==> src/rtl/pixel_array_ctrl.sv <==
`timescale 1ns/1ps
// pixel_array_ctrl
// Sequences one image frame through a pixel array: erase, expose, single-slope
// ADC conversion (broadcast 8-bit ramp code), then row-by-row readout streamed
// out one pixel per accepted valid/ready handshake.
//
// Ports
//   CLK, RESET_N             clock, asynchronous active-low reset
//   START                    frame request (only honoured in IDLE)
//   ABORT                    synchronous abort of a running frame
//   ERASE, EXPOSE, RAMP      array phase drives
//   COUNTER[7:0]             ADC code broadcast during conversion
//   READ[H-1:0]              one-hot row select
//   DATA_IN[W*8-1:0]         column data from array, column c at [c*8 +: 8]
//   OUT_DATA/VALID/READY     pixel stream handshake, OUT_LAST on final pixel
//   BUSY                     high whenever not IDLE
//   FRAME_DONE               one-cycle pulse after the last pixel is accepted
module pixel_array_ctrl #(
  parameter int unsigned PIXEL_ARRAY_HEIGHT = 2,
  parameter int unsigned PIXEL_ARRAY_WIDTH  = 2,
  parameter int unsigned ERASE_CYCLES       = 4,
  parameter int unsigned EXPOSE_CYCLES      = 8
) (
  input  logic                             CLK,
  input  logic                             RESET_N,
  input  logic                             START,
  input  logic                             ABORT,
  output logic                             ERASE,
  output logic                             EXPOSE,
  output logic                             RAMP,
  output logic [7:0]                       COUNTER,
  output logic [PIXEL_ARRAY_HEIGHT-1:0]    READ,
  input  logic [PIXEL_ARRAY_WIDTH*8-1:0]   DATA_IN,
  output logic [7:0]                       OUT_DATA,
  output logic                             OUT_VALID,
  input  logic                             OUT_READY,
  output logic                             OUT_LAST,
  output logic                             BUSY,
  output logic                             FRAME_DONE
);

  localparam int unsigned H         = PIXEL_ARRAY_HEIGHT;
  localparam int unsigned W         = PIXEL_ARRAY_WIDTH;
  localparam int unsigned ROW_W     = (H > 1) ? $clog2(H) : 1;
  localparam int unsigned COL_W     = (W > 1) ? $clog2(W) : 1;
  localparam int unsigned PH_MAX    = (ERASE_CYCLES > EXPOSE_CYCLES) ? ERASE_CYCLES : EXPOSE_CYCLES;
  localparam int unsigned CNT_MAX   = (PH_MAX > 256) ? PH_MAX : 256;
  localparam int unsigned CNT_W     = $clog2(CNT_MAX);
  localparam int unsigned READ_CYC  = 2;

  typedef enum logic [2:0] {
    IDLE,
    ERASE_S,
    EXPOSE_S,
    CONVERT,
    READ_ROW,
    STREAM
  } state_t;

  state_t             state_q, state_d;
  logic [CNT_W-1:0]   cnt_q, cnt_d;
  logic [ROW_W-1:0]   row_q, row_d;
  logic [COL_W-1:0]   col_q, col_d;
  logic [7:0]         col_buf_q [W];
  logic [7:0]         col_buf_d [W];

  logic               erase_d, expose_d, ramp_d, out_valid_d, out_last_d, busy_d, frame_done_d;
  logic [7:0]         counter_d, out_data_d;
  logic [H-1:0]       read_d;

  // Next-state, counters, and the registered output values for the next cycle
  always_comb begin
    state_d      = state_q;
    cnt_d        = cnt_q;
    row_d        = row_q;
    col_d        = col_q;
    col_buf_d    = col_buf_q;
    frame_done_d = 1'b0;

    case (state_q)
      IDLE: begin
        if (START) begin
          state_d = ERASE_S;
          cnt_d   = '0;
        end
      end
      ERASE_S: begin
        if (cnt_q == CNT_W'(ERASE_CYCLES - 1)) begin
          state_d = EXPOSE_S;
          cnt_d   = '0;
        end else begin
          cnt_d = cnt_q + CNT_W'(1);
        end
      end
      EXPOSE_S: begin
        if (cnt_q == CNT_W'(EXPOSE_CYCLES - 1)) begin
          state_d = CONVERT;
          cnt_d   = '0;
        end else begin
          cnt_d = cnt_q + CNT_W'(1);
        end
      end
      CONVERT: begin
        if (cnt_q == CNT_W'(255)) begin
          state_d = READ_ROW;
          cnt_d   = '0;
          row_d   = '0;
        end else begin
          cnt_d = cnt_q + CNT_W'(1);
        end
      end
      READ_ROW: begin
        // Array output settles during the first select cycle; sample at the end of the second
        if (cnt_q == CNT_W'(READ_CYC - 1)) begin
          for (int c = 0; c < int'(W); c++) begin
            col_buf_d[c] = DATA_IN[c*8 +: 8];
          end
          state_d = STREAM;
          cnt_d   = '0;
          col_d   = '0;
        end else begin
          cnt_d = cnt_q + CNT_W'(1);
        end
      end
      STREAM: begin
        if (OUT_READY) begin
          if (col_q == COL_W'(W - 1)) begin
            if (row_q == ROW_W'(H - 1)) begin
              state_d      = IDLE;
              frame_done_d = 1'b1;
            end else begin
              state_d = READ_ROW;
              row_d   = row_q + ROW_W'(1);
              cnt_d   = '0;
            end
          end else begin
            col_d = col_q + COL_W'(1);
          end
        end
      end
      default: begin
        state_d = IDLE;
      end
    endcase

    // Abort overrides everything, including a completing handshake
    if (ABORT && (state_q != IDLE)) begin
      state_d      = IDLE;
      cnt_d        = '0;
      row_d        = '0;
      col_d        = '0;
      frame_done_d = 1'b0;
    end

    erase_d     = (state_d == ERASE_S);
    expose_d    = (state_d == EXPOSE_S);
    ramp_d      = (state_d == CONVERT);
    counter_d   = (state_d == CONVERT) ? 8'(cnt_d) : 8'd0;
    read_d      = (state_d == READ_ROW) ? (H'(1) << row_d) : '0;
    out_valid_d = (state_d == STREAM);
    out_data_d  = (state_d == STREAM) ? col_buf_d[col_d] : 8'd0;
    out_last_d  = (state_d == STREAM) && (row_d == ROW_W'(H - 1)) && (col_d == COL_W'(W - 1));
    busy_d      = (state_d != IDLE);
  end

  // State, counters, column buffer and all outputs
  always_ff @(posedge CLK or negedge RESET_N) begin
    if (!RESET_N) begin
      state_q    <= IDLE;
      cnt_q      <= '0;
      row_q      <= '0;
      col_q      <= '0;
      for (int c = 0; c < int'(W); c++) begin
        col_buf_q[c] <= 8'd0;
      end
      ERASE      <= 1'b0;
      EXPOSE     <= 1'b0;
      RAMP       <= 1'b0;
      COUNTER    <= 8'd0;
      READ       <= '0;
      OUT_DATA   <= 8'd0;
      OUT_VALID  <= 1'b0;
      OUT_LAST   <= 1'b0;
      BUSY       <= 1'b0;
      FRAME_DONE <= 1'b0;
    end else begin
      state_q    <= state_d;
      cnt_q      <= cnt_d;
      row_q      <= row_d;
      col_q      <= col_d;
      col_buf_q  <= col_buf_d;
      ERASE      <= erase_d;
      EXPOSE     <= expose_d;
      RAMP       <= ramp_d;
      COUNTER    <= counter_d;
      READ       <= read_d;
      OUT_DATA   <= out_data_d;
      OUT_VALID  <= out_valid_d;
      OUT_LAST   <= out_last_d;
      BUSY       <= busy_d;
      FRAME_DONE <= frame_done_d;
    end
  end

endmodule

==> config.mk <==
export PLATFORM = sky130hd
export DESIGN_NAME = pixel_array_ctrl
export DESIGN_NICKNAME = d
export VERILOG_FILES = /design/src/rtl/pixel_array_ctrl.sv
export SDC_FILE = /design/constraint.sdc
export NUM_CORES = 1
export LEC_CHECK = 0
export CAP_MARGIN = 20
export CORE_ASPECT_RATIO = 1.4
export CORE_MARGIN = 3
export CORE_UTILIZATION = 49
export CTS_BUF_LIST = sky130_fd_sc_hd__clkbuf_4 sky130_fd_sc_hd__clkbuf_8 sky130_fd_sc_hd__clkbuf_16
export CTS_CLUSTER_DIAMETER = 200
export CTS_CLUSTER_SIZE = 8
export DETAILED_ROUTE_END_ITERATION = 8
export PLACE_DENSITY = 0.85
export SYNTH_ARGS = -nofsm -noshare
export SYNTH_HDL_FRONTEND = slang
export SYNTH_SLANG_ARGS = --single-unit
==> constraint.sdc <==
create_clock -name CLK -period 3.3 [get_ports CLK]
set_clock_uncertainty 0.05 [all_clocks]
set_input_delay 0.33 -clock CLK [delete_from_list [all_inputs] [get_ports CLK]]
set_output_delay 0.33 -clock CLK [all_outputs]
set_load 0.1 [all_outputs]
Yosys cells after proc, flatten, opt, wreduce, memory -nomap -nowiden
Index checks and enable logic that the tools add are counted.
Storage, ports and cells
  logic and storage cells: 86
  bits in writable memories: 0
  memories: 0
  bits of input ports: 21
  output and inout port bits: 25
  latch bits: 0
  register bits: 54
  memory bits (read-only): 0
Operators by class
  mux-type cells: 44
  divide/modulo/power cells: 0
  bitwise logic cells: 1
  add/subtract/negate cells: 3
  reductions and logical operators: 6
  multiply operators: 0
  magnitude comparators: 1
  shift operators: 1
  eq/ne operators: 14
Operator list (count)
  $mux 8: 14
  $pmux 8 s6: 1
  $mux 16: 2
  $mux 3: 9
  $pmux 3 s6: 1
  $mux 1: 14
  $eq 3x2->1 const B: 4
  $eq 3x3->1 const B: 4
  $add 8x1->8 const B: 1
  $eq 8x1->1 const B: 1
  $eq 8x2->1 const B: 1
  $eq 8x3->1 const B: 1
  $eq 8x8->1 const B: 1
  $eq 3x1->1 const B: 2
  $reduce_bool 3->1: 2
  $pmux 1 s2: 2
  $logic_and 1x1->1: 3
  $logic_not 3->1: 1
  $add 1x1->1 const B: 2
  $ge 2x2->1 const B: 1
  $mux 2: 1
  $not 1->2: 1
  $shl 1x1->2 const A: 1

Longest topological paths before layout
Gate-level depths: netlist of the first run.
  depth in word-level cells: 10
  depth in mapped cells: 8
  depth with buffers taken out: 7

Worst setup path before layout of the first run
No wires, ideal clock.
  path type: register -> register
  from: register cnt_q[6]
  to: register OUT_DATA[0]
  stages on the path, launching flop included: 8
  arrival time: 2.164 ns
  library setup time: 0.134 ns
  buffers on the path: 2
  setup slack: 0.953 ns
  clock period less this slack: 2.347 ns
  data required time: 3.116 ns
  path through: dfrtp_1 -> buf_6 -> or4_4 -> nor4_4 -> buf_6 -> mux2_4 -> mux2i_1 -> nor2_1
RTL lines
  from (decl): line 61  | logic [CNT_W-1:0] cnt_q, cnt_d;
  from (signal assigned): line 188  | cnt_q <= cnt_d;
  to (signal assigned): line 197  | OUT_DATA <= out_data_d;
  to (decl): line 34  | output logic [7:0] OUT_DATA,

Worst setup path after layout of the first run
  from: register cnt_q[0]
  to: register COUNTER[7]
On the way
  longest elaborated chain between the ends: 6
  elaborated cells between the ends (all ways): 19
  those cells by class: add/sub: 1; eq/ne: 5; mux: 13
Ends and longest elaborated chain
  branches (longest 5 deep; another with $add 8x1->8)
  $mux 8 *: line 158  | counter_d = (state_d == CONVERT) ? 8'(cnt_d) : 8'd0;
  named net counter_d[7]: line 68  | logic [7:0] counter_d, out_data_d;
  to (signal assigned): line 195  | COUNTER <= counter_d;
  to (decl): line 31  | output logic [7:0] COUNTER,
Mark *: on every way through the listed nets, which the timed path passes.

==> results of run 1 <==
## cells in the mapped netlist (3+ instances only)
master | number | share of area
dfrtp_1 | 54 | 0.52
nor2_1 | 19 | 0.027
nand2_1 | 14 | 0.020
a21oi_1 | 9 | 0.017
inv_1 | 9 | 0.013
mux2_2 | 9 | 0.039
mux2_4 | 7 | 0.040
mux2i_1 | 7 | 0.027
nand3_1 | 7 | 0.013
nor3_1 | 7 | 0.013
clkbuf_1 | 6 | 0.0087
and2_1 | 5 | 0.012
o211ai_1 | 5 | 0.014
nor4_1 | 4 | 0.0096
a211oi_1 | 3 | 0.0087
a31oi_1 | 3 | 0.0072
buf_6 | 3 | 0.013
nand4_1 | 3 | 0.0072
nor2b_1 | 3 | 0.0072
o21a_1 | 3 | 0.0087
o22ai_1 | 3 | 0.0072
o31ai_1 | 3 | 0.0087
o41ai_1 | 3 | 0.010
## flip-flops by register name, summed over array words and instances (netlist names), 2 cells and up
| signal | flops |
|---|---|
| READ | 2 |
| OUT_DATA | 8 |
| col_buf_q | 16 |
| cnt_q | 8 |
| state_q | 3 |
| COUNTER | 8 |
## worst max-delay path by stage
stage                       end        from  slack [ns]  cells after the start
floorplan           OUT_DATA[0]    cnt_q[6]        0.95                      7
global placement    OUT_DATA[4]  state_q[2]        0.85                      6
detailed placement   COUNTER[7]    cnt_q[0]        0.78                      7
CTS                  COUNTER[7]    cnt_q[0]        0.74                      7
global route         COUNTER[7]    cnt_q[0]        0.50                      7
finish               COUNTER[7]    cnt_q[0]        0.72                      7
## final cells by class
type                            count  area (sq um)
Inverter                            9          33.8
Sequential cell                    54          1350
Multi-Input combinational cell    154          1150
Clock buffer                        5          68.8
Fill cell                         380          1790
Timing Repair Buffer               52           498
Clock inverter                      3          21.3
Tap cell                           64          80.1
## power by group through the flow
| stage | Clock [mW] | Combinational [mW] | Sequential, mW |
|---|---|---|---|
| final | 0.368 | 0.623 | 0.795 |
| after global placement | 0 | 0.610 | 0.806 |
| after global routing | 0.404 | 0.668 | 0.806 |
| after CTS | 0.375 | 0.624 | 0.793 |
| after floorplan | 0 | 0.290 | 0.950 |
| after detailed placement | 0 | 0.621 | 0.807 |
## critical path, cell delays in order (launching register included)
cell and delay, ns:
dfrtp_1 0.45, ha_1 0.34, nand4_1 0.16, nor3_1 0.06, a311oi_1 0.63, buf_4 0.29, o21bai_2 0.17, a2111oi_2 0.32
## stage by stage
stage               power, mW  utilization  hold slack, ns
floorplan                1.24            -         -0.0156
global placement         1.42        0.623           0.370
finish                   1.79        0.641         0.00884
detailed placement       1.43        0.623           0.381
global route             1.88        0.641          0.0728
CTS                      1.79        0.641          0.0359
## layer usage
layer / GRT usage / share of wire
met3: 0.0490 / 0.065
met2: 0.327 / 0.53
met1: 0.234 / 0.38
met5: 0 / 0
met4: 0.0795 / 0.024
## kinds of logic (layout without fill, tap and decap cells)
group | count (synthesis) | after routing | synth area share
compound gates | 52 | 52 | 0.157
xor+xnor | 1 | 1 | 0.00337
mux | 23 | 23 | 0.106
simple gates | 76 | 76 | 0.165
buf+inv | 20 | 69 | 0.0385
fa+ha+maj | 2 | 2 | 0.00963
flops | 54 | 54 | 0.520
==> impl_metrics.csv, run 1 <==
group,metric,value,unit
run_status,outcome,"completed",
finish,post_layout_nonfiller_instances,341,
finish,nNetsFinal,299,
pwr,combPwrFrac,0.349,
worst_setup_path,critical_path_arrival,2.73,ns
timing,min_period,2.58,ns
finish,diodes,0,
routing,drt_iter0_drc,84,
finish,area_growth_syn_to_layout,23.2,%
grt,antenna_found_initial,0,
synthesis,ys_seq_area_frac,0.520,
worst_setup_path,rrSetupSlack,0.72,ns
routing,dr.pass1.iters,4,
worst_setup_path,cp-start-kind,"flop",
clocking,clockBufferDepth,2,
clocking,cts_tree,"built",
timing,post-route-period-util,0.782,
grt,grt_pass1_vias,1973,
synthesis,synth-main-ff-cell,"dfrtp_1",
floorplan,die_area,0.00623,sq mm
clocking,post_cts_buffers,0,
synthesis,netlist_instances,228,
floorplan,start_util,0.521,
timing,fmax,0.388,GHz
worst_setup_path,critPathKind,"reg2reg",
placed_design,place.gp.congestion,0.917,
finish,final_common_cell,"dfrtp_1",
synthesis,synth_cell_types,55,
pwr,pwr_density_cell,558,mW/mm^2
finish,design_area,0.00320,sq mm
routing,vias,1943,
clocking,cts_buffers,5,
routing,drtAntennaViolNets,0,
timing,finalWorstSetupSlack,0.720,ns
pwr,swShare,0.409,
timing,worst_pin_slew,0.998,ns
routing,routed_via_density,5.70,
clocking,clockRootBuffer,"clkbuf_8",
routing,drt_wl_total,5460,microns
timing,rsz0062_at_grt,"false",
grt,grt_pass1_wl,9350,microns
timing,slew_violations,0,
placed_design,dpl_cell_area,0.00311,sq mm
finish,drive_gt1_frac,0.155,
floorplan,io_pins,46,
pwr,ir_drop,0.472,mV
timing,maxSlewHeadroom,0.332,
pwr,seqPwrFrac,0.445,
pwr,p_leak,1.37,nW
finish,layout_common_cells,"54 x dfrtp_1, 44 x clkdlybuf4s50_1, 19 x nor2_1",
min_path,hold_class,"in2async",
pwr,p_switching,0.730,mW
clocking,cts_hold_buf,0,
grt,grt_max_degree,35,
routing,wire_per_inst,16.0,microns
grt,grt_usage,0.196,
synthesis,ys_ff_latch,54,
clocking,cts_max_level,2,
clocking,postCtsResizedCells,0,
worst_setup_path,r2r_end,"COUNTER[7]",
worst_setup_path,r2r-start,"cnt_q[0]",
clocking,clk_latency,0.31,ns
floorplan,coreArea,0.00499,sq mm
clocking,clk_pin_slew,0.10,ns
worst_setup_path,cp.required,3.45,ns
worst_setup_path,end_kind,"flop",
routing,drc,0,
synthesis,synth-edff-count,0,
pwr,clkPwrFrac,0.206,
synthesis,synthesis.nets,251,
synthesis,postSynth.asyncResetShare,1.00,
placed_design,io_buffers,45,
worst_setup_path,reg2regPathDepth,7,
synthesis,syn_area,0.00260,sq mm
run,drv_cap,0,
timing,final-setup-viol-count,0,
placed_design,hpwlAfterDp,4080,microns
placed_design,pre_cts_slack,0.778,ns
pwr,cell_internal_pwr,1.06,mW
timing,finalHoldViolations,0,
synthesis,avgSynthCellArea,11.4,sq um
placed_design,place_inst,333,
worst_setup_path,critPathMaxFanout,9,
floorplan,die_w,67.6,microns
clocking,clock_sinks,54,
grt,grt_overflow_total,0,
synthesis,ys.warnings.count,0,
floorplan,rows,30,
timing,fin_setup_tns,0,ns
floorplan,die_h,92.2,microns
Note: power is estimated with default switching activity, not from simulation.
==> inputs of run 2 (changes only) <==
--- a/config.mk
+++ b/config.mk
@@ -8,7 +8,7 @@
 export CAP_MARGIN = 20
 export CORE_ASPECT_RATIO = 1.4
 export CORE_MARGIN = 3
-export CORE_UTILIZATION = 49
+export CORE_UTILIZATION = 47
 export CTS_BUF_LIST = sky130_fd_sc_hd__clkbuf_4 sky130_fd_sc_hd__clkbuf_8 sky130_fd_sc_hd__clkbuf_16
 export CTS_CLUSTER_DIAMETER = 200
 export CTS_CLUSTER_SIZE = 8
==> constraint.sdc (replaced) <==
create_clock -name CLK -period 2.1 [get_ports CLK]
set_clock_uncertainty 0.05 [all_clocks]
set_input_delay 0.21 -clock CLK [delete_from_list [all_inputs] [get_ports CLK]]
set_output_delay 0.21 -clock CLK [all_outputs]
set_load 0.1 [all_outputs]
==> run 2 against run 1 <==
  * The run now ends with setup timing left
  * Cell count up 17%
  * Register-to-register slack lost 1.1 ns
  * Die area is 3.9% higher
  * Total power grew 98%
  * Clock-buffer cell count grew 1
==> impl_metrics.csv, run 2 (same netlist as run 1, synthesis figures left out) <==
group,metric,value,unit
grt,antenna_found_initial,0,
timing,final-setup-viol-count,35,
finish,final_common_cell,"buf_4",
finish,layout_common_cells,"75 x buf_4, 53 x dfrtp_1, 19 x clkdlybuf4s50_1",
clocking,clockRootBuffer,"clkbuf_8",
finish,design_area,0.00391,sq mm
clocking,cts_buffers,5,
routing,drtAntennaViolNets,0,
floorplan,rows,31,
finish,ff_latch_area,0.00135,sq mm
pwr,ir_drop,0.700,mV
worst_setup_path,critPathMaxFanout,11,
floorplan,coreArea,0.00528,sq mm
worst_setup_path,crit_top_cell,"buf_4",
placed_design,place_inst,373,
routing,drt_iter0_drc,238,
worst_setup_path,cpPeakStageDelay,0.43,ns
clocking,cts_tree,"built",
clocking,clock_sinks,54,
finish,nFillCells,318,
timing,worst_pin_slew,0.598,ns
finish,nNetsFinal,356,
grt,grt_max_degree,24,
grt,grt_pass1_wl,11300,microns
worst_setup_path,reg2regPathDepth,7,
pwr,cell_internal_pwr,2.06,mW
timing,fmax,0.411,GHz
worst_setup_path,r2r-start,"state_q[2]",
placed_design,dpl_cell_area,0.00338,sq mm
grt,grt_overflow_total,0,
floorplan,die_h,94.0,microns
floorplan,die_w,68.8,microns
routing,dr.pass1.iters,7,
clocking,clk_pin_slew,0.11,ns
pwr,seqPwrFrac,0.338,
timing,finalWorstSetupSlack,-0.336,ns
clocking,clk_latency,0.32,ns
worst_setup_path,critPathKind,"reg2reg",
pwr,p_leak,1.77,nW
placed_design,io_buffers,45,
finish,drive_gt1_frac,0.461,
worst_setup_path,r2r_end,"OUT_DATA[6]",
placed_design,pre_cts_slack,-0.135,ns
run_status,violations,"setup timing",
routing,routed_via_density,6.22,
finish,largest-register,"col_buf_q",
routing,drc,0,
timing,maxSlewHeadroom,0.600,
timing,post-route-period-util,1.16,
timing,fin_setup_tns,-4.56,ns
finish,area_growth_syn_to_layout,50.5,%
timing,finalHoldViolations,0,
clocking,clockBufferDepth,2,
timing,min_period,2.44,ns
pwr,combPwrFrac,0.487,
routing,drt_wl_total,8930,microns
routing,vias,2489,
pwr,p_switching,1.48,mW
pwr,clkPwrFrac,0.175,
worst_setup_path,rrSetupSlack,-0.34,ns
timing,slew_violations,0,
placed_design,place.gp.congestion,0.926,
min_path,hold_class,"in2async",
floorplan,start_util,0.493,
worst_setup_path,cp-start-kind,"flop",
finish,multi_input_area,0.00139,sq mm
worst_setup_path,critical_path_arrival,2.59,ns
finish,diodes,0,
floorplan,io_pins,46,
grt,grt_usage,0.235,
worst_setup_path,crit_chain,"buf_4 > nor2b_1 > a31oi_1 > nor3_1 > buf_4 > mux2i_1 > nor2_1",
routing,wire_per_inst,22.3,microns
worst_setup_path,cp.required,2.26,ns
run,drv_cap,0,
clocking,cts_max_level,2,
grt,grt_pass1_vias,2355,
finish,post_layout_nonfiller_instances,400,
worst_setup_path,critPathSlowestCell,"dfrtp_1",
timing,rsz0062_at_grt,"true",
run_status,outcome,"complete, but fails checks",
pwr,pwr_density_cell,904,mW/mm^2
placed_design,hpwlAfterDp,4760,microns
floorplan,die_area,0.00647,sq mm
worst_setup_path,end_kind,"flop",
finish,largest_register_ffs,16,
pwr,swShare,0.418,
## run 2: routing by layer
metal,wire length [microns],global-route usage,vias up
met4,475,0.0911,0
met2,4760,0.430,163
li1,-,-,1041
met3,655,0.0479,59
met1,3040,0.253,1226
met5,0,0,-
## run 2: how the worst max path moves through the flow
| stage | to | slack [ns] | startpoint | cells after the start |
|---|---|---|---|---|
| floorplan | OUT_DATA[0] | -0.24 | cnt_q[5] | 6 |
| global placement | OUT_DATA[3] | -0.08 | cnt_q[1] | 8 |
| detailed placement | OUT_DATA[4] | -0.13 | cnt_q[1] | 8 |
| CTS | OUT_DATA[4] | -0.17 | cnt_q[1] | 8 |
| global route | OUT_DATA[7] | -0.38 | cnt_q[1] | 9 |
| finish | OUT_DATA[6] | -0.34 | state_q[2] | 7 |
## run 2: power by group through the flow
stage          Clock (mW)  Combinational (mW)  Sequential [mW]
2_1_floorplan           0               0.489             1.49
3_3_place_gp            0                1.25             1.20
3_5_place_dp            0                1.28             1.20
4_1_cts             0.617                1.47             1.18
5_1_grt             0.666                1.79             1.20
6_report            0.619                1.72             1.20
## run 2: what timing repair did
| action | CTS | global route |
|---|---|---|
| buffers inserted | 6 | 10 |
| resized for setup | 22 | 35 |
| gates cloned | 0 | 3 |
| pin swaps | 10 | 14 |
| hold buffers | 1 | 0 |
| setup endpoints to repair | 25 | 46 |
| endpoints found under the hold margin | 14 | 0 |
## run 2: critical path, delay by kind of cell (launching register included)
kind            cells  cell delay, ns
compound gates      1            0.31
mux                 1            0.23
buf+inv             2            0.48
flops               1            0.43
simple gates        3            0.84
## run 2: cell type report
| cell class | count | share of cell area |
|---|---|---|
| Inverter | 9 | 0.00864 |
| Timing Repair Buffer | 109 | 0.245 |
| Sequential cell | 54 | 0.346 |
| Clock buffer | 6 | 0.0195 |
| Clock inverter | 2 | 0.00448 |
| Tap cell | 66 | 0.0211 |
| Multi-Input combinational cell | 154 | 0.355 |
## run 2: stage by stage
step	hold slack [ns]	power, mW	util
2_1_floorplan	-0.136	1.98	-
3_3_place_gp	0.0936	2.45	0.642
3_5_place_dp	0.103	2.48	0.642
4_1_cts	0.290	3.27	0.689
5_1_grt	0.292	3.65	0.741
6_report	0.281	3.54	0.741
